### src/rtl/draw_pkg.sv
// Shared types for the Bresenham line rasteriser (draw_line_multi).
// The default coordinate/counter widths live here so that the top, the clip
// comparator and the bench agree on them.
package draw_pkg;
  localparam int CORDW_DEF = 11;
  localparam int CNTW_DEF  = 12;

  typedef enum logic [1:0] {
    IDLE   = 2'd0,
    INIT_0 = 2'd1,
    INIT_1 = 2'd2,
    DRAW   = 2'd3
  } draw_state_t;

  typedef logic signed [CORDW_DEF-1:0] coord_t;
  typedef logic signed [CORDW_DEF:0]   err_t;
endpackage

### src/rtl/draw_clip_test.sv
// Inclusive rectangle test for the current pixel. Used by draw_line_multi
// only when DRAW_LINE_MULTI_CLIP_EN is defined.
module draw_clip_test
  import draw_pkg::*;
#(
  parameter int CORDW = CORDW_DEF
) (
  input  logic signed [CORDW-1:0] x_i,
  input  logic signed [CORDW-1:0] y_i,
  input  logic signed [CORDW-1:0] clip_x0_i,
  input  logic signed [CORDW-1:0] clip_y0_i,
  input  logic signed [CORDW-1:0] clip_x1_i,
  input  logic signed [CORDW-1:0] clip_y1_i,
  output logic                    in_clip_o
);
  // Signed, inclusive on all four edges.
  assign in_clip_o = (x_i >= clip_x0_i) && (x_i <= clip_x1_i) &&
                     (y_i >= clip_y0_i) && (y_i <= clip_y1_i);
endmodule

### src/rtl/draw_line_multi.sv
// Bresenham line rasteriser, all octants, stepping from start to end in the
// true direction. Supports polyline continuation (cont_i), abort, a pixel
// counter and, when DRAW_LINE_MULTI_CLIP_EN is defined, a clip window.
//
// Handshake: oe_i is the pixel writer's ready. A pixel transfers in any cycle
// where drawing_o=1 (which already includes oe_i); with oe_i=0 every register
// holds, so the writer can stall for any number of cycles.
module draw_line_multi
  import draw_pkg::*;
#(
  parameter int CORDW = CORDW_DEF,
  parameter int CNTW  = CNTW_DEF
) (
  input  logic                    clk,
  input  logic                    reset_i,
  input  logic                    start_i,
  input  logic                    cont_i,
  input  logic                    abort_i,
  input  logic                    oe_i,
  input  logic signed [CORDW-1:0] x0_i,
  input  logic signed [CORDW-1:0] y0_i,
  input  logic signed [CORDW-1:0] x1_i,
  input  logic signed [CORDW-1:0] y1_i,
  input  logic signed [CORDW-1:0] clip_x0_i,
  input  logic signed [CORDW-1:0] clip_y0_i,
  input  logic signed [CORDW-1:0] clip_x1_i,
  input  logic signed [CORDW-1:0] clip_y1_i,
  output logic signed [CORDW-1:0] x_o,
  output logic signed [CORDW-1:0] y_o,
  output logic                    drawing_o,
  output logic                    busy_o,
  output logic                    done_o,
  output logic [CNTW-1:0]         count_o,
  output draw_state_t             state_o
);
  // dx/dy need one extra bit; err gets two more so 2*err never overflows.
  localparam int DW = CORDW + 1;
  localparam int EW = CORDW + 3;

  draw_state_t             r_state, w_state_next;
  logic signed [CORDW-1:0] r_xs, r_ys, r_xe, r_ye, r_xl, r_yl, r_x, r_y;
  logic signed [DW-1:0]    r_dx, r_dy;
  logic                    r_sxn, r_syn;
  logic signed [EW-1:0]    r_err;
  logic                    r_done;
  logic [CNTW-1:0]         r_count;

  logic signed [DW-1:0]    w_ddx, w_ddy, w_adx, w_ady;
  logic signed [EW-1:0]    w_dx_e, w_dy_e, w_e2, w_err_next;
  logic                    w_movx, w_movy, w_at_end, w_in_clip, w_drawing;

  // Raw deltas and magnitudes from the captured end points.
  assign w_ddx = {r_xe[CORDW-1], r_xe} - {r_xs[CORDW-1], r_xs};
  assign w_ddy = {r_ye[CORDW-1], r_ye} - {r_ys[CORDW-1], r_ys};
  assign w_adx = w_ddx[DW-1] ? -w_ddx : w_ddx;
  assign w_ady = w_ddy[DW-1] ? -w_ddy : w_ddy;

  // Step decision; both moves are judged on the same err value.
  assign w_dx_e     = {{(EW-DW){r_dx[DW-1]}}, r_dx};
  assign w_dy_e     = {{(EW-DW){r_dy[DW-1]}}, r_dy};
  assign w_e2       = r_err <<< 1;
  assign w_movx     = (w_e2 >= w_dy_e);
  assign w_movy     = (w_e2 <= w_dx_e);
  assign w_err_next = r_err + (w_movx ? w_dy_e : EW'(0)) + (w_movy ? w_dx_e : EW'(0));
  assign w_at_end   = (r_x == r_xe) && (r_y == r_ye);

`ifdef DRAW_LINE_MULTI_CLIP_EN
  draw_clip_test #(.CORDW(CORDW)) u_clip (
    .x_i       (r_x),
    .y_i       (r_y),
    .clip_x0_i (clip_x0_i),
    .clip_y0_i (clip_y0_i),
    .clip_x1_i (clip_x1_i),
    .clip_y1_i (clip_y1_i),
    .in_clip_o (w_in_clip)
  );
`else
  logic w_unused_clip;
  assign w_unused_clip = ^{clip_x0_i, clip_y0_i, clip_x1_i, clip_y1_i};
  assign w_in_clip     = 1'b1;
`endif

  assign w_drawing = (r_state == DRAW) && oe_i && w_in_clip;
  assign drawing_o = w_drawing;
  assign busy_o    = (r_state != IDLE);
  assign done_o    = r_done;
  assign count_o   = r_count;
  assign x_o       = r_x;
  assign y_o       = r_y;
  assign state_o   = r_state;

  // State register.
  always_ff @(posedge clk or posedge reset_i) begin
    if (reset_i) r_state <= IDLE;
    else         r_state <= w_state_next;
  end

  // Next state; abort overrides everything outside IDLE, including completion.
  always_comb begin
    w_state_next = r_state;
    case (r_state)
      IDLE:    if (start_i || cont_i) w_state_next = INIT_0;
      INIT_0:  w_state_next = INIT_1;
      INIT_1:  w_state_next = DRAW;
      DRAW:    if (oe_i && w_at_end) w_state_next = IDLE;
      default: w_state_next = IDLE;
    endcase
    if (abort_i && (r_state != IDLE)) w_state_next = IDLE;
  end

  // Datapath: capture request, set up deltas, then step one pixel per oe_i cycle.
  always_ff @(posedge clk or posedge reset_i) begin
    if (reset_i) begin
      r_xs <= '0; r_ys <= '0; r_xe <= '0; r_ye <= '0;
      r_xl <= '0; r_yl <= '0; r_x  <= '0; r_y  <= '0;
      r_dx <= '0; r_dy <= '0; r_sxn <= 1'b0; r_syn <= 1'b0;
      r_err <= '0; r_done <= 1'b0; r_count <= '0;
    end else begin
      r_done <= 1'b0;
      if (w_drawing) r_count <= r_count + CNTW'(1);
      case (r_state)
        IDLE: begin
          if (start_i) begin
            r_xs <= x0_i; r_ys <= y0_i; r_xe <= x1_i; r_ye <= y1_i;
            r_count <= '0;
          end else if (cont_i) begin
            r_xs <= r_xl; r_ys <= r_yl; r_xe <= x1_i; r_ye <= y1_i;
            r_count <= '0;
          end
        end
        INIT_0: begin
          r_sxn <= w_ddx[DW-1];
          r_syn <= w_ddy[DW-1];
          r_dx  <= w_adx;
          r_dy  <= -w_ady;
        end
        INIT_1: begin
          r_err <= w_dx_e + w_dy_e;
          r_x   <= r_xs;
          r_y   <= r_ys;
          r_xl  <= r_xe;
          r_yl  <= r_ye;
        end
        DRAW: begin
          if (oe_i && !abort_i) begin
            if (w_at_end) begin
              r_done <= 1'b1;
            end else begin
              r_err <= w_err_next;
              if (w_movx) r_x <= r_sxn ? r_x - CORDW'(1) : r_x + CORDW'(1);
              if (w_movy) r_y <= r_syn ? r_y - CORDW'(1) : r_y + CORDW'(1);
            end
          end
        end
        default: ;
      endcase
    end
  end
endmodule
### config.mk
export PLATFORM = sky130hd
export DESIGN_NAME = draw_line_multi
export DESIGN_NICKNAME = d
export VERILOG_FILES = /design/src/rtl/draw_pkg.sv /design/src/rtl/draw_clip_test.sv /design/src/rtl/draw_line_multi.sv
export SDC_FILE = /design/constraint.sdc
export NUM_CORES = 1
export LEC_CHECK = 0
export ABC_AREA = 1
export CORE_ASPECT_RATIO = 0.6
export CORE_MARGIN = 8
export CORE_UTILIZATION = 64
export CTS_BUF_LIST = sky130_fd_sc_hd__clkbuf_4
export DETAILED_ROUTE_END_ITERATION = 7
export PLACE_DENSITY = 0.91
export SETUP_SLACK_MARGIN = 0.4
export SYNTH_ARGS = -nofsm -noshare
export SYNTH_HDL_FRONTEND = slang
export SYNTH_SLANG_ARGS = --single-unit
### constraint.sdc
create_clock -name clk -period 10.15 [get_ports clk]
set_clock_uncertainty 0.15 [all_clocks]
set_input_delay 1.5225 -clock clk [delete_from_list [all_inputs] [get_ports clk]]
set_output_delay 1.5225 -clock clk [all_outputs]
set_load 0.02 [all_outputs]
Yosys cells after proc, flatten, opt, wreduce, memory -nomap -nowiden
Index checks and enable logic that the tools add are counted.
- $add $sub $neg: 13
- magnitude comparators: 2
- mux-type cells: 36
- bitwise operators: 0
- shifts and indexed selects: 0
- equal/unequal tests: 11
- divide/modulo/power cells: 0
- reduce and logical (&&, ||, !) cells: 16
- multiply operators: 0
- operator list (kind ; number):
    $mux W11 ; 16
    $mux W12 ; 6
    $mux W14 ; 4
    $pmux W11 S2 ; 2
    $neg A12 Y12 ; 3
    $add A14 B14 Y14 ; 2
    $pmux W14 S2 ; 1
    $sub A11 B11 Y12 ; 2
    $add A11 B2 Y11 const B ; 2
    $eq A11 B11 Y1 ; 2
    $sub A11 B2 Y11 const B ; 2
    $ge A14 B12 Y1 ; 1
    $le A14 B12 Y1 ; 1
    $add A12 B12 Y13 ; 1
    $add A12 B1 Y12 const B ; 1
    $pmux W2 S4 ; 1
    $reduce_and A4 Y1 ; 2
    $mux W2 ; 3
    $ne A2 B2 Y1 const B ; 3
    $reduce_bool A2 Y1 ; 3
    $logic_and A1 B1 Y1 ; 5
    $eq A2 B2 Y1 const B ; 2
    $reduce_and A2 Y1 ; 2
    $mux W1 ; 3
    8 further kinds ; 8
- bits in registers: 143
- memories: 0
- logic and storage cells: 94
- ROM bits: 0
- output and inout port bits: 39
- bits in latches: 0
- memory bits (writable): 0
- input bits: 94

Logic depth before layout (Yosys ltp)
Gate-level depths: netlist of the first run.
- depth after elaboration: 7
- depth in mapped cells: 26
- depth with buffers taken out: 25

Worst setup path after synthesis of the first run
OpenSTA, ideal clock, no wires.
- kind: reg2reg
- start: register r_dy[11]
- end: register r_err[9]
- buffers on the path: 0
- data required time: 9.923 ns
- path slack: 6.153 ns
- arrival time: 3.770 ns
- stages on the path, launching flop included: 21
- cells stage by stage: dfrtp_1 > inv_1 > ha_1 > a21oi_1 > o21ai_0 > a21oi_1 > nand3b_1 > nand2_1 > clkinv_1 > nor2_1 > fa_1 > ha_1 > a21oi_1 > o21ai_0 > a21oi_1 > nor2_1 > or2_2 > a21oi_1 > xnor2_1 > a21oi_1 > a21oi_1
- word-level cells in the longest chain between the ends: 7
- RTL lines (element ; line ; text):
    start, declared ; draw_line_multi.sv:42 ; logic signed [DW-1:0] r_dx, r_dy;
    start signal, assigned ; draw_line_multi.sv:135 ; r_dy <= -w_ady;
    $ge A14 B12 Y1 ; draw_line_multi.sv:62 ; assign w_movx = (w_e2 >= w_dy_e);
    $mux W14 ; draw_line_multi.sv:64 ; assign w_err_next = r_err + (w_movx ? w_dy_e : EW'(0)) + (w_movy ? w_dx_e : EW'(0));
    $add A14 B14 Y14 (2 in series) ; draw_line_multi.sv:64 ;
    $mux W14 ; draw_line_multi.sv:146 ; if (w_at_end) begin
    $mux W14 ; draw_line_multi.sv:145 ; if (oe_i && !abort_i) begin
    $pmux W14 S2 ; draw_line_multi.sv:121 ; case (r_state)
    end signal, assigned ; draw_line_multi.sv:138 ; r_err <= w_dx_e + w_dy_e;
    end signal, assigned ; draw_line_multi.sv:149 ; r_err <= w_err_next;
    end, declared ; draw_line_multi.sv:44 ; logic signed [EW-1:0] r_err;
Every way passes these cells. The select of a mux whose other input is x is not followed.
A chain may end at the register's enable or synchronous reset.

Final worst setup path of the first run
- start: register r_dy[11]
- end: register r_err[12]
- word-level cells in the longest chain between the ends: 7
- RTL lines (element ; line):
    $ge A14 B12 Y1 ; draw_line_multi.sv:62
    $mux W14 ; draw_line_multi.sv:64
    $add A14 B14 Y14 (2 in series) ; draw_line_multi.sv:64
    $mux W14 ; draw_line_multi.sv:146
    $mux W14 ; draw_line_multi.sv:145
    $pmux W14 S2 * ; draw_line_multi.sv:121
Every way passes the cells marked *; elsewhere a longest branch is shown, timed or not. The select of a mux whose other input is x is not followed.

==> flow_summary.json, run 1 <==
{
  "holdPathStages": 1,
  "fin_tns_setup_ns": 0,
  "place_congestion": 0.9559,
  "crit_path_start_kind": "register",
  "drc": 0,
  "die_x_um": 188.4,
  "finalMaxSlewViolations": 0,
  "synth_area_um2": 11410,
  "synth_cell_types": 44,
  "initial_utilization_pct": 65.90,
  "hp-class": "register to register",
  "drt_pass1_iterations": 6,
  "die-area_um2": 22500,
  "clk_latency_ns": 0.58,
  "cts.path.max_buffers": 2,
  "cts_setup_buffers": 0,
  "area_growth_pct": 11.69,
  "antenna_found_initial": 0,
  "grtUsageTotal_pct": 28.12,
  "setup-violations-final": 0,
  "vias_per_cell": 5.792,
  "grt_max_degree": 76,
  "cts_root_buf": "clkbuf_4",
  "postSynthAreaPerCell_um2": 7.136,
  "end_kind": "register",
  "numPortBuffers": 88,
  "hold_viol": 0,
  "r2r_cells": 23,
  "htreeDepth": 4,
  "grt_pass1_wl_um": 52420,
  "tritoncts": "done",
  "dp_hpwl_um": 24190,
  "ant_nets": 0,
  "nNetsFinal": 1882,
  "crit_type": "register to register",
  "syn_inst": 1599,
  "clk_pin_slew_ns": 0.14,
  "rsz0062_at_grt": "no",
  "synth_ff_type": "dfrtp_1",
  "post-route-period-util_pct": 48.70,
  "ctsResizeCount": 0,
  "wire_per_inst_um": 16.59,
  "cp_cell_sequence": "inv_1 -> ha_1 -> nand3_1 -> nor4_1 -> nand2_1 -> nand2_1 -> nand2_1 -> nand2_1 -> clkinv_1 -> nor2_1 -> fa_1 -> ha_1 -> a21oi_1 -> nand2_1 -> a21oi_1 -> o21ai_0 -> a21oi_1 -> nor2_1 -> nor2_1 -> inv_1 -> nand3_1 -> nand3_1 -> a21oi_1",
  "async_reset_ff_share_pct": 100.0,
  "dr_total_vias": 11120,
  "cts_buffers": 17,
  "drt-total-wl_um": 31850,
  "syn_nets": 1808,
  "ys_seq_area_share_pct": 31.14,
  "overflow": 0,
  "synth_edf_count": 0,
  "tightest_slew_ns": 1.077,
  "grt_pass1_vias": 10820,
  "drtIter0Drc": 1012,
  "slew_headroom_pct": 28.22,
  "worst_path_largest_cell_delay_ns": 0.51,
  "cts_hold_buf": 0,
  "cap_violations": 0,
  "ys_ff_latch": 142,
  "slowest_stage": "dfrtp_1",
  "ys_warn_count": 0,
  "regArea_um2": 3553,
  "period_minus_slack_ns": 4.943,
  "diodes": 0,
  "layout-drive-gt1-share_pct": 6.643,
  "coreArea_um2": 17310,
  "nFillCells": 1351,
  "ios": 133,
  "run_status": "completed",
  "worstPathArrival_ns": 5.29,
  "crit_fanout": 10,
  "clock.fmax_ghz": 0.2023,
  "worstPathRequired_ns": 10.50,
  "path_common_cell": "nand2_1",
  "multi_input_area_um2": 6850,
  "die_h_um": 119.4,
  "cts_sinks": 142,
  "rows": 37
}
cells by family (layout without fill, tap and decap cells):
| logic type | Yosys count | in the layout | synth area share, % |
|---|---|---|---|
| compound gates | 297 | 297 | 14.09 |
| xor+xnor | 54 | 54 | 4.211 |
| fa+ha+maj | 115 | 115 | 13.80 |
| buf+inv | 260 | 347 | 8.904 |
| flops | 142 | 142 | 31.14 |
| simple gates | 731 | 731 | 27.85 |
stage by stage:
step / hold WS (ns) / area, µm² / setup slack (ns) / util [%] / cells
5_1_grt: 0.3826 / 12740 / 5.002 / 73.60 / 1920
6_report: 0.3511 / 12740 / 5.207 / 73.60 / 1920
4_1_cts: 0.3433 / 12740 / 5.379 / 73.60 / 1920
3_3_place_gp: 0.2976 / 12460 / 5.446 / 71.97 / 1888
3_5_place_dp: 0.3231 / 12460 / 5.406 / 71.97 / 1888
2_1_floorplan: 0.3147 / 11410 / 4.668 / - / 1599
per-layer routing:
| layer | part of all wire [%] | wire length [µm] | vias to the layer above | global-route usage (%) |
|---|---|---|---|---|
| met2 | 43 | 13790 | 533 | 43.40 |
| met4 | 2.1 | 671 | 0 | 8.901 |
| met5 | 0 | 0 | - | 0 |
| li1 | - | - | 5355 | - |
| met3 | 11 | 3375 | 66 | 7.809 |
| met1 | 44 | 14020 | 5166 | 38.02 |
state kept, by name, summed over array words and instances, names as in the netlist:
name	count
r_ye	11
r_dx	12
r_err	13
state_o	2
r_ys	11
r_xl	11
done_o	1
y_o	11
r_syn	1
count_o	12
r_yl	11
r_sxn	1
x_o	11
r_dy	12
r_xe	11
r_xs	11
layout by cell type, fill, tap and decap left out, types with 3 or more instances in the layout:
cell and count:
o21bai_1 3, nand3_1 91, clkbuf_4 18, nand2_4 3, or2_2 15, inv_2 6
nor2_4 6, inv_8 3, fa_1 18, a21o_1 4, inv_6 6, nand2_2 15
buf_4 7, o221ai_1 4, a31oi_1 12, o22ai_1 5, xnor2_1 19, o2111ai_1 7
clkinv_1 4, ha_1 96, xor2_1 34, nand4_1 21, nand3_2 7, nand3b_1 3
a21oi_1 89, dfrtp_1 142, nor2_2 7, nor3_1 15, nand2_1 447, o21ai_2 6
nor2_1 94, clkinvlp_4 3, o21ai_0 158, inv_1 209, o21ai_1 5, clkdlybuf4s50_1 88
final cells by class:
| type | instances | share of cell area (%) |
|---|---|---|
| Clock buffer | 18 | 1.060 |
| Clock inverter | 14 | 1.159 |
| Inverter | 220 | 6.519 |
| Multi-Input combinational cell | 1197 | 53.76 |
| Sequential cell | 142 | 27.88 |
| Tap cell | 234 | 2.297 |
| Timing Repair Buffer | 95 | 7.324 |
path summary, 6_finish.rpt:
check | startpoint | end | slack (ns)
max | r_dy[11] | r_err[12] | 5.21
min | count_o[11] | count_o[11] | 0.35
max reg2reg | r_dy[11] | r_err[12] | 5.21
min reg2reg | count_o[11] | count_o[11] | 0.35
max in group asynchronous | reset_i | r_dx[2] | 7.18
min in group asynchronous | reset_i | r_xl[7] | 1.25
Yosys cell counts (5+ instances only):
cell,n,area (µm²)
inv_1,210,788.3
clkbuf_1,31,116.4
nand3_2,7,70.07
nor3_1,15,75.07
o21ai_2,6,52.55
nand3_1,91,455.4
fa_1,18,360.4
o21ai_0,158,790.8
nor2_4,5,56.30
xnor2_1,19,166.4
inv_2,6,22.52
nand4_1,21,131.4
or2_2,15,93.84
xor2_1,34,297.8
ha_1,97,1214
o22ai_1,5,31.28
o2111ai_1,7,61.31
a31oi_1,12,75.07
a21oi_1,89,445.4
dfrtp_1,142,3553
nor2_1,95,356.6
nand2_1,447,1678
nand2_2,15,93.84
nor2_2,7,43.79
o21ai_1,5,25.02
critical path, delay by kind of cell, from the launching register on:
family                   cells  cell delay [ns]
AND/OR/NAND/NOR             12             1.49
adder cells (fa/ha/maj)      3             1.19
AO/OA/AOI/OAI                5             1.03
flip-flops                   1             0.51
buffers and inverters        3             0.50
Power of run 1 is left out: the tool's default activity adds up to more than one toggle a clock period on the data nets, which glitch-free logic cannot reach.
==> inputs of run 2 (changes only) <==
Settings changed: CORE_UTILIZATION 64 to 59, PLACE_DENSITY 0.91 to 0.84.
Clock period 10.15 ns to 5.16 ns, I/O delays scaled along.
==> run 2 against run 1 <==
Against the previous run: register-to-register slack worse by 4.6 ns; setup slack got worse by 4.6 ns; global-route usage is 1.8 points lower; worst hold slack worse by 0.022 ns; largest cell class unchanged.
==> flow_summary.json, run 2 (synthesis gave the netlist of run 1 again) <==
{
  "cts.path.max_buffers": 2,
  "end_kind": "register",
  "r2r_cells": 26,
  "numPortBuffers": 88,
  "tritoncts": "done",
  "drc": 0,
  "place_congestion": 0.9583,
  "die_h_um": 123.7,
  "worstPathRequired_ns": 5.52,
  "initial_utilization_pct": 60.11,
  "die_x_um": 195.5,
  "wire_per_inst_um": 16.01,
  "crit_type": "register to register",
  "run_status": "completed",
  "antenna_found_initial": 0,
  "vias_per_cell": 5.645,
  "grt_pass1_wl_um": 51490,
  "drtIter0Drc": 956,
  "cts_buffers": 17,
  "regMostFlops": "r_err",
  "crit_fanout": 8,
  "layout_common_cells": "nand2_1 (447), inv_1 (209), o21ai_0 (158)",
  "hold_viol": 0,
  "final_util_pct": 67.64,
  "clk_latency_ns": 0.59,
  "drt_pass1_iterations": 5,
  "die-area_um2": 24190,
  "area_growth_pct": 12.53,
  "largest_reg_flops": 13,
  "clock.fmax_ghz": 0.2201,
  "hp-class": "register to register",
  "slew_headroom_pct": 28.37,
  "finalMaxSlewViolations": 0,
  "final_common_cell": "nand2_1",
  "grtUsageTotal_pct": 26.36,
  "cap_violations": 0,
  "cts_hold_buf": 0,
  "period_minus_slack_ns": 4.544,
  "diodes": 0,
  "clk_pin_slew_ns": 0.13,
  "htreeDepth": 4,
  "grt_pass1_vias": 10281,
  "tightest_slew_ns": 1.074,
  "cts_sinks": 142,
  "dr_total_vias": 10934,
  "overflow": 0,
  "grt_max_degree": 79,
  "holdPathStages": 1,
  "setup-violations-final": 0,
  "nNetsFinal": 1887,
  "worstPathArrival_ns": 4.90,
  "coreArea_um2": 18980,
  "rsz0062_at_grt": "yes",
  "layout-drive-gt1-share_pct": 7.392,
  "drt-total-wl_um": 31010,
  "post-route-period-util_pct": 88.07,
  "cts_root_buf": "clkbuf_4",
  "crit_path_start_kind": "register",
  "rows": 39,
  "fin_tns_setup_ns": 0,
  "ios": 133,
  "ant_nets": 0,
  "dp_hpwl_um": 24060
}
run 2: cell type report:
class	instances	area [µm²]
Multi-Input combinational cell	1197	6867
Fill cell	1628	6142
Sequential cell	142	3557
Timing Repair Buffer	100	970.9
Inverter	220	834.6
Tap cell	246	307.8
Clock inverter	14	167.7
Clock buffer	18	135.1
run 2: worst paths after layout:
kind,from,endpoint,slack (ns)
worst min register to register,count_o[11],count_o[11],0.33
max in group asynchronous,reset_i,r_dy[11],3.38
min in group asynchronous,reset_i,r_xs[7],0.52
worst max register to register,r_dy[1],r_err[12],0.62
worst min-delay path,count_o[11],count_o[11],0.33
worst max-delay path,r_dy[1],r_err[12],0.62
run 2: what timing repair did:
action,4_1_cts,5_1_grt
endpoints found under the setup margin,0,2
gates resized for setup,0,9
buffers inserted,0,2
endpoints found under the hold margin,0,0
run 2: worst max-delay path, cell delays in order, from the launching register on:
cell and delay [ns]:
dfrtp_1 0.37, inv_1 0.11, ha_1 0.30, inv_1 0.04, o21bai_1 0.23, nand4_1 0.12, nand3_1 0.11, nand2_1 0.08
nand2_1 0.07, nand2_1 0.05, nand2_1 0.14, clkinvlp_4 0.20, buf_4 0.19, nor2_1 0.14, fa_1 0.44, ha_1 0.34
a21oi_1 0.16, o21ai_0 0.12, a21oi_2 0.17, o21ai_0 0.14, a21oi_1 0.28, nor2_1 0.09, nor2_2 0.13, inv_1 0.05
nand3_1 0.06, nand3_1 0.07, a21oi_1 0.15
run 2: through the flow:
step	std cells	worst slack, ns	hold WS [ns]	area (µm²)
after detailed placement	1903	0.5315	0.3127	12500
final	1937	0.6157	0.3291	12840
after CTS	1935	0.5024	0.3300	12800
after floorplan	1599	0.4264	0.3147	11410
after global placement	1903	0.7134	0.2984	12500
after global routing	1937	0.3606	0.3439	12840
run 2: per-layer routing:
layer | up-vias | GRT usage, % | wire length [µm]
li1 | 5356 | - | -
met1 | 5129 | 36.74 | 14440
met3 | 53 | 6.260 | 2773
met4 | 0 | 7.874 | 594
met5 | - | 0 | 0
met2 | 396 | 40.61 | 13200
Power of run 2 is left out for the same reason.
==> inputs of run 3 (changes only) <==
Settings changed: CTS_BUF_LIST sky130_fd_sc_hd__clkbuf_4 to sky130_fd_sc_hd__clkbuf_8, RECOVER_POWER set to 100.
==> run 3 against run 2 <==
Against the previous run: the flow now finishes with violations (capacitance limit, slew limit); largest cell class unchanged; fmax decreased by 3.5%; critical path type unchanged; sequential share of layout area decreased by 0.10 points; first-iteration DRC count increased by 7.0%; critical endpoint is now r_err[9]; count of clock-buffer cells in the layout unchanged; via count increased by 0.84%; highest routed layer unchanged; critical path depth decreased by 6; setup slack got worse by 0.16 ns.
==> flow_summary.json, run 3 (synthesis gave the netlist of run 1 again) <==
{
  "dp_hpwl_um": 24060,
  "final_common_cell": "nand2_1",
  "rows": 39,
  "largest_reg_flops": 13,
  "period_minus_slack_ns": 4.707,
  "clock.fmax_ghz": 0.2124,
  "cts_root_buf": "clkbuf_8",
  "nNetsFinal": 1887,
  "worstPathArrival_ns": 4.96,
  "setup-violations-final": 0,
  "fin_tns_setup_ns": 0,
  "dr_total_vias": 11026,
  "post-route-period-util_pct": 91.23,
  "nFillCells": 1625,
  "numPortBuffers": 88,
  "antenna_found_initial": 0,
  "coreArea_um2": 18980,
  "slew_headroom_pct": -98.72,
  "drt_pass1_iterations": 7,
  "rsz0062_at_grt": "no",
  "end_kind": "register",
  "run_status": "complete, but fails checks",
  "grtUsageTotal_pct": 26.49,
  "worstPathRequired_ns": 5.41,
  "cap_violations": 3,
  "die_x_um": 195.5,
  "regMostFlops": "r_err",
  "initial_utilization_pct": 60.11,
  "place_congestion": 0.9583,
  "layout_common_cells": "nand2_1 (448), inv_1 (212), o21ai_0 (161)",
  "hold_ws_ns": 0.3191,
  "clk_pin_slew_ns": 0.08,
  "htreeDepth": 4,
  "wire_per_inst_um": 16.14,
  "die-area_um2": 24190,
  "layout-drive-gt1-share_pct": 6.505,
  "overflow": 0,
  "drtIter0Drc": 1023,
  "diodes": 0,
  "ios": 133,
  "cts_buffers": 17,
  "vias_per_cell": 5.692,
  "grt_pass1_wl_um": 51810,
  "crit_fanout": 8,
  "worst_slack_ns": 0.4527,
  "finalMaxSlewViolations": 199,
  "drc": 0,
  "tightest_slew_ns": 2.981,
  "area_growth_pct": 12.95,
  "violations": "capacitance limit, slew limit",
  "crit_path_start_kind": "register",
  "grt_pass1_vias": 10274,
  "crit_type": "register to register",
  "dp_slack_ns": 0.5315,
  "cts.path.max_buffers": 2,
  "drt-total-wl_um": 31270,
  "hp-class": "register to register",
  "hold_viol": 0,
  "grt_max_degree": 79,
  "cts_sinks": 142,
  "clk_latency_ns": 0.47,
  "die_h_um": 123.7,
  "ant_nets": 0,
  "tritoncts": "done"
}
-- run 3: stage by stage --
stage                     cell area [µm²]  util [%]  cells
after global placement              12500     65.84   1903
after detailed placement            12500     65.84   1903
after floorplan                     11410         -   1599
after global routing                12890     67.89   1937
after CTS                           12910     68.03   1935
final                               12890     67.89   1937
-- run 3: worst max-delay path, cell delays in order, from the launching register on --
cell	delay, ns
dfrtp_2	0.43
inv_1	0.09
ha_1	0.37
a21oi_1	0.14
o21ai_0	0.11
a21oi_1	0.19
nand3b_1	0.09
nand2_1	0.12
clkinvlp_2	0.28
clkbuf_4	0.24
nor2_1	0.12
fa_1	0.43
ha_1	0.26
fa_1	0.47
a21oi_2	0.19
nor2_1	0.07
or2_2	0.27
a21oi_1	0.18
xnor2_1	0.17
a21oi_1	0.10
a21oi_1	0.16
-- run 3: final cells by class --
cell class	count	area [µm²]	share of cell area, %
multi-input combinational	1197	6828	52.98
clock inverter	14	167.7	1.301
tap	246	307.8	2.388
sequential	142	3557	27.60
clock buffer	18	247.7	1.922
inverter	220	827.0	6.417
timing repair buffer	100	952.2	7.388
-- run 3: layer usage --
layer  vias to the layer above  global-route usage, %  routed length [µm]
li1                       5356                      -                   -
met1                      5165                  37.48               14510
met5                         -                      0                   0
met2                       447                  41.15               13330
met4                         0                  6.884                 563
met3                        58                  5.559                2869
-- run 3: worst paths after layout --
kind                              from     endpoint  slack, ns  depth (start not counted)
setup / recovery              r_dy[11]     r_err[9]       0.45                         20
hold / removal             count_o[11]  count_o[11]       0.32                          1
setup reg to reg              r_dy[11]     r_err[9]       0.45                         20
hold reg to reg            count_o[11]  count_o[11]       0.32                          1
max in group asynchronous      reset_i     r_dy[11]       1.13                          3
min in group asynchronous      reset_i      r_xs[7]       1.60                          2
-- run 3: repair_timing --
item                                    CTS  global route
hold buffers                              0             0
buffers inserted                          0             2
endpoints found under the setup margin    0             2
resized for setup                         0             9
Power of run 3 is left out for the same reason.
